`src/rtl/id_stage.sv`:
```
// RV32I decode stage: decodes instr_i, selects ALU operands, registers the bundle for execute.
// Latency: one cycle from accepted instruction to out_valid_o; rs1/rs2 addresses are combinational.
// Backpressure: in_ready_o = !out_valid_o | out_ready_i; a stalled bundle holds every output stable.
// Ports: clk_i/rst_ni (async active-low); in_valid_i/in_ready_o/instr_i/pc_i from fetch;
//        rs*_addr_o/rs*_data_i to/from the register file; flush_i kills held and incoming;
//        out_valid_o/out_ready_i plus alu_a/b/op, imm, pc, rd, control flags to execute.
module id_stage (
  input  logic        clk_i,
  input  logic        rst_ni,
  input  logic        in_valid_i,
  output logic        in_ready_o,
  input  logic [31:0] instr_i,
  input  logic [31:0] pc_i,
  output logic [4:0]  rs1_addr_o,
  output logic [4:0]  rs2_addr_o,
  input  logic [31:0] rs1_data_i,
  input  logic [31:0] rs2_data_i,
  input  logic        flush_i,
  output logic        out_valid_o,
  input  logic        out_ready_i,
  output logic [31:0] alu_a_o,
  output logic [31:0] alu_b_o,
  output logic [3:0]  alu_op_o,
  output logic [31:0] imm_o,
  output logic [31:0] pc_o,
  output logic [4:0]  rd_addr_o,
  output logic        rd_we_o,
  output logic        mem_re_o,
  output logic        mem_we_o,
  output logic        branch_o,
  output logic        branch_inv_o,
  output logic        jump_o,
  output logic        illegal_o
);

  localparam logic [3:0] ALU_ADD  = 4'd0,  ALU_SUB  = 4'd1,  ALU_SLL  = 4'd2,  ALU_LT   = 4'd3;
  localparam logic [3:0] ALU_LTU  = 4'd4,  ALU_XOR  = 4'd5,  ALU_SRL  = 4'd6,  ALU_SRA  = 4'd7;
  localparam logic [3:0] ALU_OR   = 4'd8,  ALU_AND  = 4'd9,  ALU_EQ   = 4'd10, ALU_GTE  = 4'd11;
  localparam logic [3:0] ALU_GTEU = 4'd12, ALU_JALR = 4'd13;

  localparam logic [6:0] OPC_OP     = 7'b0110011, OPC_OPIMM = 7'b0010011, OPC_LUI  = 7'b0110111;
  localparam logic [6:0] OPC_AUIPC  = 7'b0010111, OPC_JAL   = 7'b1101111, OPC_JALR = 7'b1100111;
  localparam logic [6:0] OPC_BRANCH = 7'b1100011, OPC_LOAD  = 7'b0000011, OPC_STORE = 7'b0100011;
  localparam logic [6:0] F7_ZERO    = 7'b0000000, F7_ALT    = 7'b0100000;

  typedef struct packed {
    logic [31:0] alu_a;
    logic [31:0] alu_b;
    logic [3:0]  alu_op;
    logic [31:0] imm;
    logic [31:0] pc;
    logic [4:0]  rd_addr;
    logic        rd_we;
    logic        mem_re;
    logic        mem_we;
    logic        branch;
    logic        branch_inv;
    logic        jump;
    logic        illegal;
  } bundle_t;

  logic [6:0]  opcode, funct7;
  logic [2:0]  funct3;
  logic [4:0]  rd;
  logic [31:0] imm_i, imm_s, imm_b, imm_u, imm_j, shamt;
  bundle_t     dec;
  logic        dec_wr;
  logic        xfer;
  bundle_t     bundle_d, bundle_q;
  logic        out_valid_d, out_valid_q;

  assign opcode = instr_i[6:0];
  assign funct3 = instr_i[14:12];
  assign funct7 = instr_i[31:25];
  assign rd     = instr_i[11:7];

  assign rs1_addr_o = instr_i[19:15];
  assign rs2_addr_o = instr_i[24:20];

  assign imm_i = {{20{instr_i[31]}}, instr_i[31:20]};
  assign imm_s = {{20{instr_i[31]}}, instr_i[31:25], instr_i[11:7]};
  assign imm_b = {{20{instr_i[31]}}, instr_i[7], instr_i[30:25], instr_i[11:8], 1'b0};
  assign imm_u = {instr_i[31:12], 12'd0};
  assign imm_j = {{12{instr_i[31]}}, instr_i[19:12], instr_i[20], instr_i[30:21], 1'b0};
  assign shamt = {27'd0, instr_i[24:20]};

  // Decode. dec_wr marks formats that architecturally write rd; the x0 filter is applied afterwards.
  always_comb begin
    dec        = '0;
    dec.alu_op = ALU_ADD;
    dec.pc     = pc_i;
    dec_wr     = 1'b0;
    case (opcode)
      OPC_OP: begin
        dec.alu_a = rs1_data_i;
        dec.alu_b = rs2_data_i;
        dec_wr    = 1'b1;
        case ({funct7, funct3})
          {F7_ZERO, 3'b000}: dec.alu_op = ALU_ADD;
          {F7_ALT,  3'b000}: dec.alu_op = ALU_SUB;
          {F7_ZERO, 3'b001}: dec.alu_op = ALU_SLL;
          {F7_ZERO, 3'b010}: dec.alu_op = ALU_LT;
          {F7_ZERO, 3'b011}: dec.alu_op = ALU_LTU;
          {F7_ZERO, 3'b100}: dec.alu_op = ALU_XOR;
          {F7_ZERO, 3'b101}: dec.alu_op = ALU_SRL;
          {F7_ALT,  3'b101}: dec.alu_op = ALU_SRA;
          {F7_ZERO, 3'b110}: dec.alu_op = ALU_OR;
          {F7_ZERO, 3'b111}: dec.alu_op = ALU_AND;
          default:           dec.illegal = 1'b1;
        endcase
      end
      OPC_OPIMM: begin
        dec.alu_a = rs1_data_i;
        dec.alu_b = imm_i;
        dec.imm   = imm_i;
        dec_wr    = 1'b1;
        case (funct3)
          3'b000: dec.alu_op = ALU_ADD;
          3'b010: dec.alu_op = ALU_LT;
          3'b011: dec.alu_op = ALU_LTU;
          3'b100: dec.alu_op = ALU_XOR;
          3'b110: dec.alu_op = ALU_OR;
          3'b111: dec.alu_op = ALU_AND;
          3'b001: begin
            dec.alu_b   = shamt;
            dec.alu_op  = ALU_SLL;
            dec.illegal = (funct7 != F7_ZERO);
          end
          default: begin  // 3'b101: SRLI / SRAI picked by funct7
            dec.alu_b   = shamt;
            dec.alu_op  = (funct7 == F7_ALT) ? ALU_SRA : ALU_SRL;
            dec.illegal = (funct7 != F7_ZERO) && (funct7 != F7_ALT);
          end
        endcase
      end
      OPC_LUI: begin
        dec.alu_b = imm_u;
        dec.imm   = imm_u;
        dec_wr    = 1'b1;
      end
      OPC_AUIPC: begin
        dec.alu_a = pc_i;
        dec.alu_b = imm_u;
        dec.imm   = imm_u;
        dec_wr    = 1'b1;
      end
      OPC_JAL: begin
        dec.alu_a = pc_i;
        dec.alu_b = 32'd4;
        dec.imm   = imm_j;
        dec.jump  = 1'b1;
        dec_wr    = 1'b1;
      end
      OPC_JALR: begin
        dec.alu_a   = rs1_data_i;
        dec.alu_b   = imm_i;
        dec.imm     = imm_i;
        dec.alu_op  = ALU_JALR;
        dec.jump    = 1'b1;
        dec_wr      = 1'b1;
        dec.illegal = (funct3 != 3'b000);
      end
      OPC_BRANCH: begin
        dec.alu_a  = rs1_data_i;
        dec.alu_b  = rs2_data_i;
        dec.imm    = imm_b;
        dec.branch = 1'b1;
        case (funct3)
          3'b000: dec.alu_op = ALU_EQ;
          3'b001: begin
            dec.alu_op     = ALU_EQ;
            dec.branch_inv = 1'b1;
          end
          3'b100: dec.alu_op = ALU_LT;
          3'b101: dec.alu_op = ALU_GTE;
          3'b110: dec.alu_op = ALU_LTU;
          3'b111: dec.alu_op = ALU_GTEU;
          default: dec.illegal = 1'b1;
        endcase
      end
      OPC_LOAD: begin
        dec.alu_a   = rs1_data_i;
        dec.alu_b   = imm_i;
        dec.imm     = imm_i;
        dec.mem_re  = 1'b1;
        dec_wr      = 1'b1;
        // Legal widths: LB LH LW LBU LHU
        dec.illegal = (funct3 == 3'b011) || (funct3[2:1] == 2'b11);
      end
      OPC_STORE: begin
        dec.alu_a   = rs1_data_i;
        dec.alu_b   = imm_s;
        dec.imm     = imm_s;
        dec.mem_we  = 1'b1;
        // Legal widths: SB SH SW
        dec.illegal = funct3[2] || (funct3[1:0] == 2'b11);
      end
      default: dec.illegal = 1'b1;
    endcase

    // An illegal word carries no operands or side effects; only pc and the illegal flag survive.
    if (dec.illegal) begin
      dec         = '0;
      dec.alu_op  = ALU_ADD;
      dec.pc      = pc_i;
      dec.illegal = 1'b1;
      dec_wr      = 1'b0;
    end
    dec.rd_addr = dec_wr ? rd : 5'd0;
    dec.rd_we   = dec_wr && (rd != 5'd0);
  end

  assign in_ready_o = !out_valid_q || out_ready_i;
  assign xfer       = in_valid_i && in_ready_o && !flush_i;

  // Fields only load on a transfer, so a stalled bundle is frozen by construction.
  always_comb begin
    out_valid_d = out_valid_q;
    bundle_d    = bundle_q;
    if (flush_i) begin
      out_valid_d = 1'b0;
    end else if (xfer) begin
      out_valid_d = 1'b1;
      bundle_d    = dec;
    end else if (out_ready_i) begin
      out_valid_d = 1'b0;
    end
  end

  always_ff @(posedge clk_i or negedge rst_ni) begin
    if (!rst_ni) begin
      out_valid_q <= 1'b0;
      bundle_q    <= '0;
    end else begin
      out_valid_q <= out_valid_d;
      bundle_q    <= bundle_d;
    end
  end

  assign out_valid_o  = out_valid_q;
  assign alu_a_o      = bundle_q.alu_a;
  assign alu_b_o      = bundle_q.alu_b;
  assign alu_op_o     = bundle_q.alu_op;
  assign imm_o        = bundle_q.imm;
  assign pc_o         = bundle_q.pc;
  assign rd_addr_o    = bundle_q.rd_addr;
  assign rd_we_o      = bundle_q.rd_we;
  assign mem_re_o     = bundle_q.mem_re;
  assign mem_we_o     = bundle_q.mem_we;
  assign branch_o     = bundle_q.branch;
  assign branch_inv_o = bundle_q.branch_inv;
  assign jump_o       = bundle_q.jump;
  assign illegal_o    = bundle_q.illegal;

endmodule

```
`config.mk`:
```
export PLATFORM = sky130hd
export DESIGN_NAME = id_stage
export DESIGN_NICKNAME = d
export VERILOG_FILES = /design/src/rtl/id_stage.sv
export SDC_FILE = /design/constraint.sdc
export NUM_CORES = 1
export LEC_CHECK = 0
export CORE_MARGIN = 3
export CORE_UTILIZATION = 39
export CTS_CLUSTER_DIAMETER = 50
export CTS_CLUSTER_SIZE = 12
export DETAILED_ROUTE_END_ITERATION = 12
export GPL_TIMING_DRIVEN = 0
export PLACE_DENSITY = 0.77
export SLEW_MARGIN = 20
export SYNTH_ARGS = -nofsm -noshare
export SYNTH_HDL_FRONTEND = slang
export SYNTH_SLANG_ARGS = --single-unit
```
`constraint.sdc`:
```
create_clock -name clk_i -period 1.5 [get_ports clk_i]
set_input_delay 0.15 -clock clk_i [delete_from_list [all_inputs] [get_ports clk_i]]
set_output_delay 0.15 -clock clk_i [all_outputs]
set_load 0.05 [all_outputs]
```
==> impl_metrics.csv <==
group,metric,value,unit
power_and_ir_drop,p_total,10400,uW
synth,post_synth_inst_count,684,
routing,vias,7174,
synth,synth-edff-count,0,
place,gp_congestion,0.960,
sta,period_share,116,%
synth,synth.cell_area,6890,um^2
routing,vias_per_cell,5.78,
worst_setup_path,criticalPathCategory,"input port to flop",
sta,final_hold_viol_count,0,
worst_setup_path,crit_path_top_delay_cell,"nor4_4",
finish,multi_input_area,3120,um^2
synth,synth.distinct_cells,59,
clocking,cts.sinks,145,
synth,synth_common_cells,"dfrtp_1 (145), nand2_1 (112), o21ai_0 (69)",
power_and_ir_drop,switchingPower,3090,uW
power_and_ir_drop,p_sw_share,29.8,%
worst_setup_path,startpoint_type,"input port",
synth,post-synth-top-area-cell,"dfrtp_1",
grt,track_usage,28.0,%
clocking,htree_levels,4,
clocking,cts_tree,"done",
power_and_ir_drop,max-vdd-ir-drop,0.000803,V
sta,min_period,1.75,ns
worst_setup_path,path_buf_inv,4,
worst_setup_path,slowest_delay,0.41,ns
clocking,cts_inserted_buffers,17,
synth,ys_seq_area_share,52.7,%
synth,yosys-top-cells-area,"dfrtp_1 (53%), nand2_1 (6.1%), mux2_2 (5.2%)",
place,hpwlAfterDp,20500,um
clocking,clk_latency,0.42,ns
job,max-cap-violations,0,
finish,fillers,1410,
synth,async_flop_share,100,%
synth,synthFlopType,"dfrtp_1",
power_and_ir_drop,internal_power,7300,uW
place,io_buffers,284,
finish,register_area,3630,um^2
worst_setup_path,r2r-end,"rd_addr_o[2]$_DFFE_PN0P_",
worst_setup_path,cp_cell_sequence,"dlygate4sd2_1, nor4_4, nand3_1, a22oi_1, nand3_2, buf_12, buf_12, buf_12, o21ai_1",
grt,grt_first_pass_wirelength,42300,um
worst_setup_path,cpMostUsedCell,"buf_12",
floorplanning,start_util,40.7,%
sta,drv_slew,0,
clocking,ctsLongestPathBuffers,2,
finish,syn2layout_area_growth,61.6,%
worst_hold_path,hold_start,"instr_i[22]",
power_and_ir_drop,pwr-share-seq,39.9,%
worst_hold_path,hold_depth,3,
routing,firstDrtPassIters,8,
power_and_ir_drop,clockPowerShare,39.9,%
worst_hold_path,min_to,"imm_o[22]$_DFFE_PN0P_",
routing,routedWlPerCell,22.4,um
sta,fin_ws,-0.247,ns
worst_setup_path,crit_fanout,10,
synth,ys.warnings.count,0,
grt,grt-ovfl-total,0,
power_and_ir_drop,p_comb_share,20.2,%
floorplanning,io_pins,289,
finish,stdcell_count,1241,
routing,ant_nets,0,
floorplanning,rows,47,
finish,drive_above_1_share,24.8,%
worst_hold_path,hold_class,"input port to flop",
worst_setup_path,reg2reg_setup_slack,-0.24,ns
synth,yosysMostFrequentCell,"dfrtp_1",
floorplanning,design.core.area,16900,um^2
grt,grt_pass1_vias,7318,
worst_setup_path,critical-path-top-delay-family,"buffers and inverters",
finish,layout.nets,1141,
worst_setup_path,r2r-start,"out_valid_o$_DFFE_PN0P_",
clocking,ctsRootBufferMaster,"clkbuf_16",
clocking,path_clk_slew,0.07,ns
run_status,status,"finished, violations left",
routing,drc,0,
sta,fin_skew,0.0172,ns
floorplanning,die-area,19300,um^2
synth,ys_ff_latch,145,
worst_setup_path,worstPathRequired,1.83,ns
sta,maxSlewHeadroom,59.5,%
worst_setup_path,crit_path_end_kind,"flop",
sta,rsz0062_at_grt,"true",
synth,yosysTopAreaCellShare,52.7,%
synth,syn_area_per_cell,10.1,um^2
synth,syn_nets,817,
routing,drt_wl_total,27800,um
routing,drtIter0Drc,577,
worst_setup_path,cp.arrival,2.08,ns
worst_setup_path,r2r_cells,9,
run_status,violations,"setup timing",
grt,grt_max_degree,84,
sta,worst_slew_pin_slew,0.608,ns
grt,antenna_found_initial,1,
place,numPlacedInstances,1189,
floorplanning,die_h,139,um
power_and_ir_drop,cellPowerDensity,934,nW/um^2
sta,max_freq,572,MHz
power_and_ir_drop,leakagePower,0.00492,uW
floorplanning,die_w,139,um
sta,setup_viol,103,
-- stage by stage --
step,hold WS [ns],instance area [um^2],utilization [%],setup slack [ns],TNS [ns]
CTS,0.258,11000,64.7,-0.233,-16.61
finish,0.212,11100,65.7,-0.247,-17.97
floorplan,-0.146,6950,-,-0.265,-27.51
detailed placement,0.121,10100,59.6,-1.28,-134.40
global route,0.281,11100,65.7,-0.329,-26.89
global placement,0.461,10100,59.4,-6.24,-959.24
-- how the worst max path moves through the flow --
stage,from,cells past startpoint,endpoint,slack (ns)
final,instr_i[28],9,alu_b_o[31]$_DFFE_PN0P_,-0.25
after global routing,out_valid_o$_DFFE_PN0P_,9,alu_a_o[12]$_DFFE_PN0P_,-0.33
after CTS,out_valid_o$_DFFE_PN0P_,8,imm_o[22]$_DFFE_PN0P_,-0.23
after detailed placement,instr_i[4],7,alu_a_o[28]$_DFFE_PN0P_,-1.28
after global placement,rst_ni,1,out_valid_o$_DFFE_PN0P_,-6.24
after floorplan,out_valid_o$_DFFE_PN0P_,8,rd_addr_o[1]$_DFFE_PN0P_,-0.26
-- logic make-up after synthesis --
kind of cell	share of synthesized area, %
compound gates	23.2
simple gates	12.6
flops	52.7
buf+inv	5.90
mux	5.23
xor+xnor	0.382
-- per-layer routing --
metal / global-route usage, % / wire length, um / up-vias
li1: - / - / 3171
met1: 34.2 / 10800 / 3531
met2: 47.3 / 13600 / 421
met3: 8.76 / 2680 / 51
met4: 9.06 / 726 / 0
met5: 0 / 0 / -
-- tightest hold or removal path, delay by kind of cell --
| kind | cells | cell delay [ns] |
|---|---|---|
| buffers and inverters | 1 | 0.22 |
| AOI/OAI and AO/OA | 2 | 0.22 |
-- power by group through the flow --
stage / clock network [uW] / registers [uW] / logic [uW]
4_1_cts: 4210 / 4140 / 2070
3_5_place_dp: 0 / 4220 / 2120
5_1_grt: 4380 / 4160 / 2190
2_1_floorplan: 0 / 4780 / 527
3_3_place_gp: 0 / 4220 / 2100
6_report: 4150 / 4140 / 2100
-- cell type report --
type / count / share of cell area [%]
Clock inverter: 12 / 1.21
Sequential cell: 145 / 32.6
Clock buffer: 19 / 3.89
Inverter: 5 / 0.169
Multi-Input combinational cell: 460 / 28.1
Buffer: 72 / 5.19
Tap cell: 220 / 2.47
Antenna cell: 1 / 0.0225
Timing Repair Buffer: 307 / 26.4
-- cells in the final DEF (no fill, tap or decap), types with 12 or more instances in the layout --
master and count:
clkdlybuf4s15_2 13, a222oi_1 24, a21oi_1 33, o21ai_2 45, nand2_1 111, dfrtp_1 144, a32o_1 12, buf_2 18
clkdlybuf4s50_1 114, o21ai_1 52, a22oi_1 39, buf_4 26, nand3_1 13, clkbuf_16 19, clkbuf_2 33, mux2_2 32
clkdlybuf4s15_1 48, dlygate4sd2_1 82
-- timing repair --
action | in CTS | in global routing
hold buffers | 1 | 0
hold endpoints to repair | 62 | 0
setup buffers | 12 | 6
endpoints found under the setup margin | 296 | 199
cloned | 4 | 0
pin swaps | 7 | 2
resized for setup | 330 | 160
-- flip-flops by register name, indices dropped and copies added (netlist names) --
| register | count |
|---|---|
| alu_a_o | 32 |
| alu_b_o | 32 |
| alu_op_o | 4 |
| branch_inv_o | 1 |
| branch_o | 1 |
| illegal_o | 1 |
| imm_o | 32 |
| jump_o | 1 |
| mem_re_o | 1 |
| mem_we_o | 1 |
| out_valid_o | 1 |
| pc_o | 32 |
| rd_addr_o | 5 |
| rd_we_o | 1 |
No activity file was read; power rests on OpenSTA's default activity.
